### src/rtl/cpu_pkg.sv
// cpu_pkg
// Shared definitions for the microcoded CPU sequencer:
//   - opcode prefixes the sequencer decodes to resolve the next PC
//   - bit positions of the microinstruction ROM fields
//   - the sequencer state enum
// No ports; imported by uinstr_sequencer and ret_stack.
package cpu_pkg;

    // Conditional/unconditional jump opcodes live in instruction[21:19]
    localparam logic [2:0]  OP_JUMP = 3'b100;
    localparam logic [2:0]  OP_JZE  = 3'b101;
    localparam logic [2:0]  OP_JNE  = 3'b110;
    localparam logic [2:0]  OP_JCY  = 3'b111;

    // Subroutine call is identified by instruction[21:10]
    localparam logic [11:0] OP_BSR  = 12'h700;

    // Return is a single full-width encoding
    localparam logic [21:0] OP_RET  = 22'h060000;

    // Microinstruction field positions
    localparam int ALU_HI    = 32;
    localparam int ALU_LO    = 29;
    localparam int SH_HI     = 28;
    localparam int SH_LO     = 27;
    localparam int KMX_BIT   = 26;
    localparam int MR_BIT    = 25;
    localparam int MW_BIT    = 24;
    localparam int BUSB_HI   = 23;
    localparam int BUSB_LO   = 18;
    localparam int BUSC_HI   = 17;
    localparam int BUSC_LO   = 12;
    localparam int TWORD_HI  = 11;
    localparam int TWORD_LO  = 5;
    localparam int BUSA_HI   = 4;
    localparam int BUSA_LO   = 0;

    typedef enum logic [2:0] {
        ST_IDLE,
        ST_FETCH,
        ST_WAIT_I,
        ST_DECODE,
        ST_EXEC,
        ST_MEM
    } state_t;

endpackage

### src/rtl/ret_stack.sv
// ret_stack
// LIFO of return addresses for BSR/RET.
// Ports:
//   clk, rst_n   : clock, asynchronous active-low reset (empties the stack)
//   push, pop    : push push_data / discard top entry (ignored when full / empty)
//   push_data    : address to save
//   top          : most recently pushed entry (undefined content when empty)
//   full, empty  : occupancy status
module ret_stack
    import cpu_pkg::*;
#(
    parameter int DEPTH = 4,
    parameter int WIDTH = 11
) (
    input  logic             clk,
    input  logic             rst_n,
    input  logic             push,
    input  logic             pop,
    input  logic [WIDTH-1:0] push_data,
    output logic [WIDTH-1:0] top,
    output logic             full,
    output logic             empty
);

    localparam int IDX_W = $clog2(DEPTH);
    localparam int PTR_W = IDX_W + 1;

    logic [WIDTH-1:0] mem [DEPTH];
    logic [PTR_W-1:0] sp;
    logic [IDX_W-1:0] top_idx;

    assign full    = (sp == PTR_W'(DEPTH));
    assign empty   = (sp == '0);
    // The low bits of sp wrap to 0 when full, so sp-1 still lands on the last slot
    assign top_idx = sp[IDX_W-1:0] - IDX_W'(1);
    assign top     = mem[top_idx];

    // Stack pointer counts occupied entries; only it needs resetting
    always_ff @(posedge clk or negedge rst_n) begin
        if (!rst_n) begin
            sp <= '0;
        end else if (push && !full) begin
            sp <= sp + PTR_W'(1);
        end else if (pop && !empty) begin
            sp <= sp - PTR_W'(1);
        end
    end

    // Entry storage; content below sp is never read, so no reset is needed
    always_ff @(posedge clk) begin
        if (push && !full) begin
            mem[sp[IDX_W-1:0]] <= push_data;
        end
    end

endmodule

### src/rtl/uinstr_sequencer.sv
// uinstr_sequencer
// Fetch/decode/execute sequencer for the microcoded CPU.
// Ports:
//   clk, rst_n          : clock (posedge logic), asynchronous active-low reset
//   run                 : start/continue fetching
//   imem_req/addr       : program memory request and address (= pc)
//   imem_valid/data     : program memory response
//   instruction         : instruction register driven to the microinstruction ROM
//   HOLD                : low only in DECODE, lets the ROM update
//   micro_instruction   : ROM output; only MR/MW are used here
//   flag_z, flag_cy     : datapath flags, sampled in EXEC
//   dmem_req/ack        : data memory handshake for MR/MW instructions
//   pc                  : program counter
//   stack_err           : sticky return-stack overflow/underflow
module uinstr_sequencer
    import cpu_pkg::*;
#(
    parameter int PC_W        = 11,
    parameter int STACK_DEPTH = 4
) (
    input  logic            clk,
    input  logic            rst_n,
    input  logic            run,
    output logic            imem_req,
    output logic [PC_W-1:0] imem_addr,
    input  logic            imem_valid,
    input  logic [21:0]     imem_data,
    output logic [21:0]     instruction,
    output logic            HOLD,
    input  logic [32:0]     micro_instruction,
    input  logic            flag_z,
    input  logic            flag_cy,
    output logic            dmem_req,
    input  logic            dmem_ack,
    output logic [PC_W-1:0] pc,
    output logic            stack_err
);

    state_t state, next_state;

    logic [PC_W-1:0] pc_inc;
    logic [PC_W-1:0] pc_next;
    logic [PC_W-1:0] jump_target;
    logic [PC_W-1:0] bsr_target;
    logic [PC_W-1:0] stack_top;
    logic [2:0]      opcode;
    logic            is_bsr;
    logic            is_ret;
    logic            is_mem;
    logic            in_exec;
    logic            push;
    logic            pop;
    logic            full;
    logic            empty;
    logic            err_event;
    logic            unused_fields;

    assign imem_addr   = pc;
    assign in_exec     = (state == ST_EXEC);
    assign opcode      = instruction[21:19];
    assign is_bsr      = (instruction[21:10] == OP_BSR);
    assign is_ret      = (instruction == OP_RET);
    assign is_mem      = micro_instruction[MR_BIT] | micro_instruction[MW_BIT];
    assign pc_inc      = pc + PC_W'(1);
    assign jump_target = PC_W'(instruction[10:0]);
    assign bsr_target  = PC_W'(instruction[9:0]);

    // Fields the datapath consumes but the sequencer does not
    assign unused_fields = ^{micro_instruction[32:26], micro_instruction[23:0]};

    // Stack operations happen only in EXEC; overflow/underflow skip the access
    assign push      = in_exec && is_bsr && !full;
    assign pop       = in_exec && is_ret && !empty;
    assign err_event = in_exec && ((is_bsr && full) || (is_ret && empty));

    ret_stack #(
        .DEPTH (STACK_DEPTH),
        .WIDTH (PC_W)
    ) u_ret_stack (
        .clk       (clk),
        .rst_n     (rst_n),
        .push      (push),
        .pop       (pop),
        .push_data (pc_inc),
        .top       (stack_top),
        .full      (full),
        .empty     (empty)
    );

    // State register
    always_ff @(posedge clk or negedge rst_n) begin
        if (!rst_n) begin
            state <= ST_IDLE;
        end else begin
            state <= next_state;
        end
    end

    // Next-state and handshake outputs; all outputs are pure functions of state
    // so reset drives them to their idle values without waiting for a clock
    always_comb begin
        next_state = state;
        imem_req   = 1'b0;
        HOLD       = 1'b1;
        dmem_req   = 1'b0;
        case (state)
            ST_IDLE: begin
                if (run) next_state = ST_FETCH;
            end
            ST_FETCH: begin
                imem_req   = 1'b1;
                next_state = ST_WAIT_I;
            end
            ST_WAIT_I: begin
                imem_req = 1'b1;
                if (imem_valid) next_state = ST_DECODE;
            end
            ST_DECODE: begin
                HOLD       = 1'b0;
                next_state = ST_EXEC;
            end
            ST_EXEC: begin
                if (is_mem)   next_state = ST_MEM;
                else if (run) next_state = ST_FETCH;
                else          next_state = ST_IDLE;
            end
            ST_MEM: begin
                dmem_req = 1'b1;
                if (dmem_ack) next_state = run ? ST_FETCH : ST_IDLE;
            end
            default: next_state = ST_IDLE;
        endcase
    end

    // Next-PC decode from the instruction register; T_word is deliberately ignored
    always_comb begin
        pc_next = pc_inc;
        if (is_bsr) begin
            pc_next = bsr_target;
        end else if (is_ret) begin
            pc_next = empty ? pc_inc : stack_top;
        end else begin
            case (opcode)
                OP_JUMP: pc_next = jump_target;
                OP_JZE:  pc_next = flag_z  ? jump_target : pc_inc;
                OP_JNE:  pc_next = !flag_z ? jump_target : pc_inc;
                OP_JCY:  pc_next = flag_cy ? jump_target : pc_inc;
                default: pc_next = pc_inc;
            endcase
        end
    end

    // Instruction register loads once per fetch, when memory answers in WAIT_I
    always_ff @(posedge clk or negedge rst_n) begin
        if (!rst_n) begin
            instruction <= '0;
        end else if (state == ST_WAIT_I && imem_valid) begin
            instruction <= imem_data;
        end
    end

    // PC and sticky stack error update at the end of EXEC
    always_ff @(posedge clk or negedge rst_n) begin
        if (!rst_n) begin
            pc        <= '0;
            stack_err <= 1'b0;
        end else if (in_exec) begin
            pc        <= pc_next;
            stack_err <= stack_err | err_event;
        end
    end

endmodule

### config.mk
export PLATFORM = sky130hd
export DESIGN_NAME = uinstr_sequencer
export DESIGN_NICKNAME = d
export VERILOG_FILES = /design/src/rtl/cpu_pkg.sv /design/src/rtl/ret_stack.sv /design/src/rtl/uinstr_sequencer.sv
export SDC_FILE = /design/constraint.sdc
export NUM_CORES = 1
export LEC_CHECK = 0
export ABC_AREA = 0
export CORE_UTILIZATION = 50
export CTS_BUF_LIST = sky130_fd_sc_hd__clkbuf_8
export CTS_CLUSTER_DIAMETER = 80
export DETAILED_ROUTE_END_ITERATION = 10
export MAX_ROUTING_LAYER = met4
export PLACE_DENSITY = 0.85
export SYNTH_ARGS = -nofsm -noshare
export SYNTH_HDL_FRONTEND = slang
export SYNTH_SLANG_ARGS = --single-unit
### constraint.sdc
create_clock -name clk -period 3 [get_ports clk]
set_input_delay 0.6 -clock clk [delete_from_list [all_inputs] [get_ports clk]]
set_output_delay 0.6 -clock clk [all_outputs]
set_load 0.05 [all_outputs]
# --- Word level (Yosys, flattened, before mapping) ---
# Memory sizes are Yosys's and may differ from the RTL's.
# Cells that the tools add are included.
# Widths: inputs -> output; s select.
totals:
  ff_bits: 40
  ramBits: 44
  output_inout_bits: 48
  memories: 1
mem_list:
  columns: ["name", "depth", "width", "read_ports", "rd_clocked_by_memory_dff", "write_ports", "line", "text"]
  rows:
  - ["u_ret_stack.mem", 4, 11, 1, 0, 1, "ret_stack.sv:28", "logic [WIDTH-1:0] mem [DEPTH];"]
op_classes:
  n_addsub: 4
  n_eq_ne: 15
  mux: 20
  n_bitwise: 2
  n_reduce_logical: 18
op_table:
  columns: ["op", "n"]
  rows:
  - ["$mux 11", 6]
  - ["$pmux 11 s4", 1]
  - ["$eq 22x19->1 const B", 1]
  - ["$eq 3x3->1 const B", 7]
  - ["$mux 3", 6]
  - ["$pmux 3 s6", 1]
  - ["$eq 12x11->1 const B", 1]
  - ["$add 11x1->11 const B", 1]
  - ["$logic_and 1x1->1", 10]
  - ["$eq 3x2->1 const B", 2]
  - ["$logic_not 3->1", 2]
  - ["$mux 1", 6]
  - ["$ne 2x2->1 const B", 3]
  - ["$add 3x1->3 const B", 1]
  - ["$eq 3x1->1 const B", 1]
  - ["$reduce_and 3->1", 1]
  - ["$sub 3x1->3 const B", 1]
  - ["$logic_not 1->1", 2]
  - ["$or 1x1->1", 2]
  - ["$reduce_bool 2->1", 1]
  - ["$reduce_or 2->1", 1]
  - ["$sub 2x1->2 const B", 1]
  - ["$logic_or 1x1->1", 1]

# --- Depth between registers and ports, before layout ---
depth:
  ltp_word: 6
  ltp_mapped: 10
  mapped_depth_nobuf: 9

# --- Modules after synthesis ---
# A second synthesis with hierarchy kept.
unflattened:
  cells_unflattened: 295
  hier_area_um2: 3960.0
by_module_without_submodules:
  columns: ["module", "n_inst", "cells_each", "area_per_inst_um2"]
  rows:
  - ["uinstr_sequencer", 1, 208, 2073.2]
  - ["ret_stack", 1, 87, 1886.8]

# --- Worst setup path before layout ---
# Ideal clock, no wire load.
synth_timing:
  path_kind: "reg-to-reg"
  startpoint: "register instruction[12]"
  endpoint: "register u_ret_stack.sp[2]"
  setup_ps: 79
  t_arrival_ps: 2579
  required_time_ps: 2921
  slack_ps: 342
  path_stages_with_launch: 9
  path_buffers: 1
  synth_period_minus_slack_ps: 2658
  cell_sequence: "dfrtp_1 nor4_4 and4_1 buf_4 and2_1 inv_1 fa_1 o41ai_2 xor2_1"
synth_via:
  elab_chain_cells: 5
synth_rtl:
  columns: ["item", "line", "text"]
  rows:
  - ["start, declared", "uinstr_sequencer.sv:28", "output logic [21:0] instruction,"]
  - ["start signal, assigned", "uinstr_sequencer.sv:158", "instruction <= imem_data;"]
  - ["$eq 22x19->1 / $eq 12x11->1 (equally long branches)", "uinstr_sequencer.sv:62, uinstr_sequencer.sv:61", null]
  - ["$logic_and 1x1->1, on equally long branches (2 in a row)", "uinstr_sequencer.sv:73, uinstr_sequencer.sv:72", null]
  - ["$logic_and 1x1->1, on equally long branches", "ret_stack.sv:44, ret_stack.sv:42", null]
  - ["$reduce_bool 2->1 (no line) / $mux 3 (equally long branches)", null, null]
  - ["end signal, assigned", "ret_stack.sv:43", "sp <= sp + PTR_W'(1);"]
  - ["end signal, assigned", "ret_stack.sv:45", "sp <= sp - PTR_W'(1);"]
  - ["end, declared", "ret_stack.sv:29", "logic [PTR_W-1:0] sp;"]
# Several ways; a longest one is shown, not always the timed one.
# A chain may end at the register's enable or synchronous reset.

# --- Worst setup path after layout ---
layout_timing:
  startpoint: "register state[0]"
  endpoint: "register u_ret_stack.sp[2]"
layout_via:
  elab_chain_cells: 5
layout_rtl:
  columns: ["item", "line", "text"]
  rows:
  - ["start, declared", "uinstr_sequencer.sv:39", "state_t state, next_state;"]
  - ["start signal, assigned", "uinstr_sequencer.sv:95", "state <= next_state;"]
  - ["$eq 3x3->1 (*)", "uinstr_sequencer.sv:59", "assign in_exec = (state == ST_EXEC);"]
  - ["$logic_and 1x1->1, on equally long branches (2 in a row)", "uinstr_sequencer.sv:72, uinstr_sequencer.sv:73", null]
  - ["$logic_and 1x1->1, on equally long branches", "ret_stack.sv:42, ret_stack.sv:44", null]
  - ["$mux 3 / $reduce_bool 2->1 (equally long branches)", null, null]
# Mark *: on every way between the ends. The rest lies on a longest branch, timed or not.

==> flow_metrics.tcl <==
set metrics [dict create \
    status "completed" \
    final_nets 422 \
    rsz0062_at_grt "false" \
    numPortBuffers 78 \
    tightest_slew_ns 0.898 \
    synth_edf_count 44 \
    arrival_ns 2.89 \
    final.period_utilization_pct 87.2 \
    slew_headroom_pct 40.1 \
    grt_pass1_wl_mm 14.4 \
    clock_latency_ns 0.36 \
    clockBufferDepth 2 \
    synth_cell_types 57 \
    cts_setup_buffers 0 \
    drtIter0Drc 244 \
    drtPass1Iterations 4 \
    path_class "reg -> reg" \
    syn2layout_area_growth_pct 24.6 \
    cts_buffers 9 \
    max_cap_viol_count 0 \
    finalWirelength_mm 8.86 \
    r2r-start "state[0]" \
    drc 0 \
    powerDensity_mw_per_mm2 1060 \
    die_w_um 91.2 \
    final_max_slew_viol_count 0 \
    vias 2687 \
    ir_drop_uv 552 \
    initial_core_util_pct 51.5 \
    worstSetupEndpointType "flip-flop" \
    final_area_mm2 0.00496 \
    cts_resized 0 \
    rows 32 \
    detail-route-antenna-nets 0 \
    antenna_found_initial 0 \
    synth_fp_nets 349 \
    grtUsageTotal_pct 24.0 \
    hold_buffers 0 \
    synthArstFlopShare_pct 47.6 \
    yosys_register_bits 84 \
    ys_seq_area_share_pct 58.3 \
    power.leakage_nw 1.85 \
    layout_commonest_cell "clkdlybuf4s50_1" \
    cts.clk_slew.worst_paths_ns 0.09 \
    core-area_mm2 0.00773 \
    path_max_fanout 9 \
    yosysWarnings 0 \
    vias_per_cell 5.83 \
    gp_congestion 0.828 \
    finalSetupViolCount 0 \
    die_height_um 91.2 \
    clock.fmax_mhz 382 \
    required_ns 3.27 \
    synth_cells 281 \
    drive_gt1_share_pct 18.7 \
    wl_per_cell_um 19.2 \
    ctsHtreeMaxLevel 3 \
    p_total_mw 5.24 \
    holdCritPathClass "in -> async" \
    pre_cts_ws_ns 0.457 \
    synth_flop_cell "edfxtp_1" \
    post-dp-hpwl_mm 6.39 \
    grt_start_max_net_pins 41 \
    r2r-end "u_ret_stack.sp[2]" \
    reg2reg_slack_ns 0.38 \
    clock-sinks 84 \
    setup_slack_ns 0.384 \
    overflow 0 \
    place_area_mm2 0.00479 \
    n_antenna_cell 0 \
    layout_common_cells "77 x clkdlybuf4s50_1, 44 x edfxtp_1, 40 x dfrtp_1" \
    clock_skew_ns 0.0145 \
    finalHoldViolations 0 \
    ios 110 \
    avgSynthCellArea_um2 14.2 \
    crit_path_start "state[0]" \
    die-area_mm2 0.00833 \
    synth_area_mm2 0.00398 \
    fin_tns_setup_ns 0 \
    cts-root-buf "clkbuf_8" \
    min_period_ns 2.62 \
    grt_pass1_vias 2715 \
    reg2reg_depth 7 \
    cts_tree "done" \
    start_kind "flip-flop" \
]
flip-flops by register name, indices dropped and copies added, names as in the netlist:
register,flops
imem_addr,11
stack_err,1
instruction,22
u_ret_stack.mem,44
u_ret_stack.sp,3
state,3
layer usage:
metal | vias up | share of wire [%] | track usage (%)
li1 | 1215 | - | -
met1 | 1363 | 42 | 30.2
met2 | 91 | 50 | 38.1
met3 | 18 | 4.9 | 3.69
met4 | 0 | 2.8 | 11.8
met5 | - | 0 | -
worst max-delay path, stage by stage, from the launching register on:
cell and delay, ns:
dfrtp_1 0.49, or3b_1 0.47, a21oi_1 0.30, and2_1 0.23
inv_1 0.07, fa_1 0.42, o41ai_2 0.38, xor2_1 0.16
report_power, final:
| group | total (mW) | internal (mW) | leakage, nW | switching [mW] |
|---|---|---|---|---|
| Clock | 0.729 | 0.303 | 0.0795 | 0.426 |
| Combinational | 2.57 | 0.923 | 0.877 | 1.65 |
| Sequential | 1.95 | 1.55 | 0.889 | 0.394 |
| Total | 5.24 | 2.78 | 1.85 | 2.46 |
cell usage after synthesis, types with 2 or more instances:
| master | n | area [µm²] |
|---|---|---|
| a21oi_1 | 7 | 35.0 |
| a221o_1 | 5 | 50.1 |
| a22o_1 | 4 | 35.0 |
| a22oi_1 | 3 | 22.5 |
| and2b_2 | 2 | 17.5 |
| and3_1 | 6 | 37.5 |
| and3b_1 | 2 | 17.5 |
| and4_1 | 2 | 17.5 |
| buf_2 | 5 | 25.0 |
| buf_4 | 12 | 90.1 |
| clkbuf_1 | 2 | 7.51 |
| dfrtp_1 | 40 | 1000 |
| edfxtp_1 | 44 | 1320 |
| ha_1 | 5 | 62.6 |
| inv_1 | 8 | 30.0 |
| mux2_2 | 22 | 248 |
| mux2i_1 | 3 | 30.0 |
| mux4_2 | 10 | 225 |
| nand2_1 | 14 | 52.6 |
| nand3_1 | 7 | 35.0 |
| nand3b_1 | 2 | 15.0 |
| nand4_1 | 6 | 37.5 |
| nor2_1 | 10 | 37.5 |
| nor3_1 | 7 | 35.0 |
| nor3b_1 | 2 | 15.0 |
| nor4_4 | 2 | 42.5 |
| o211ai_1 | 3 | 22.5 |
| o21ai_0 | 8 | 40.0 |
| xnor2_1 | 7 | 61.3 |
| xor2_1 | 4 | 35.0 |
how the worst max path moves through the flow:
| stage | cells past startpoint | endpoint | slack (ns) |
|---|---|---|---|
| 3_5_place_dp | 7 | u_ret_stack.sp[2] | 0.46 |
| 5_1_grt | 7 | u_ret_stack.sp[2] | 0.20 |
| 3_3_place_gp | 7 | u_ret_stack.sp[2] | 0.47 |
| 2_1_floorplan | 8 | u_ret_stack.sp[2] | 0.34 |
| 4_1_cts | 7 | u_ret_stack.sp[2] | 0.41 |
| 6_report | 7 | u_ret_stack.sp[2] | 0.38 |
logic make-up (layout without fill, tap and decap cells):
kind of cell	after synthesis	in the layout	share of synthesized area, %
fa+ha+maj	6	6	2.07
flops	84	84	58.3
buf+inv	29	107	4.30
mux	37	37	13.6
simple gates	75	75	12.2
xor+xnor	11	11	2.42
compound gates	39	39	7.10
metrics by stage:
step	instances	utilization, %	hold WS [ns]
after floorplan	281	-	0.304
after global placement	445	61.9	0.492
after detailed placement	445	61.9	0.495
after CTS	461	64.2	0.403
after global routing	461	64.2	0.438
final	461	64.2	0.362
final cells by class:
cell class                      instances  area (µm²)
Clock buffer                            9         124
Clock inverter                          7        52.6
Fill cell                             543        2760
Inverter                                8        30.0
Multi-Input combinational cell        168        1490
Sequential cell                        84        2320
Tap cell                              102         128
Timing Repair Buffer                   83         813
No activity file was read; power rests on OpenSTA's default activity.
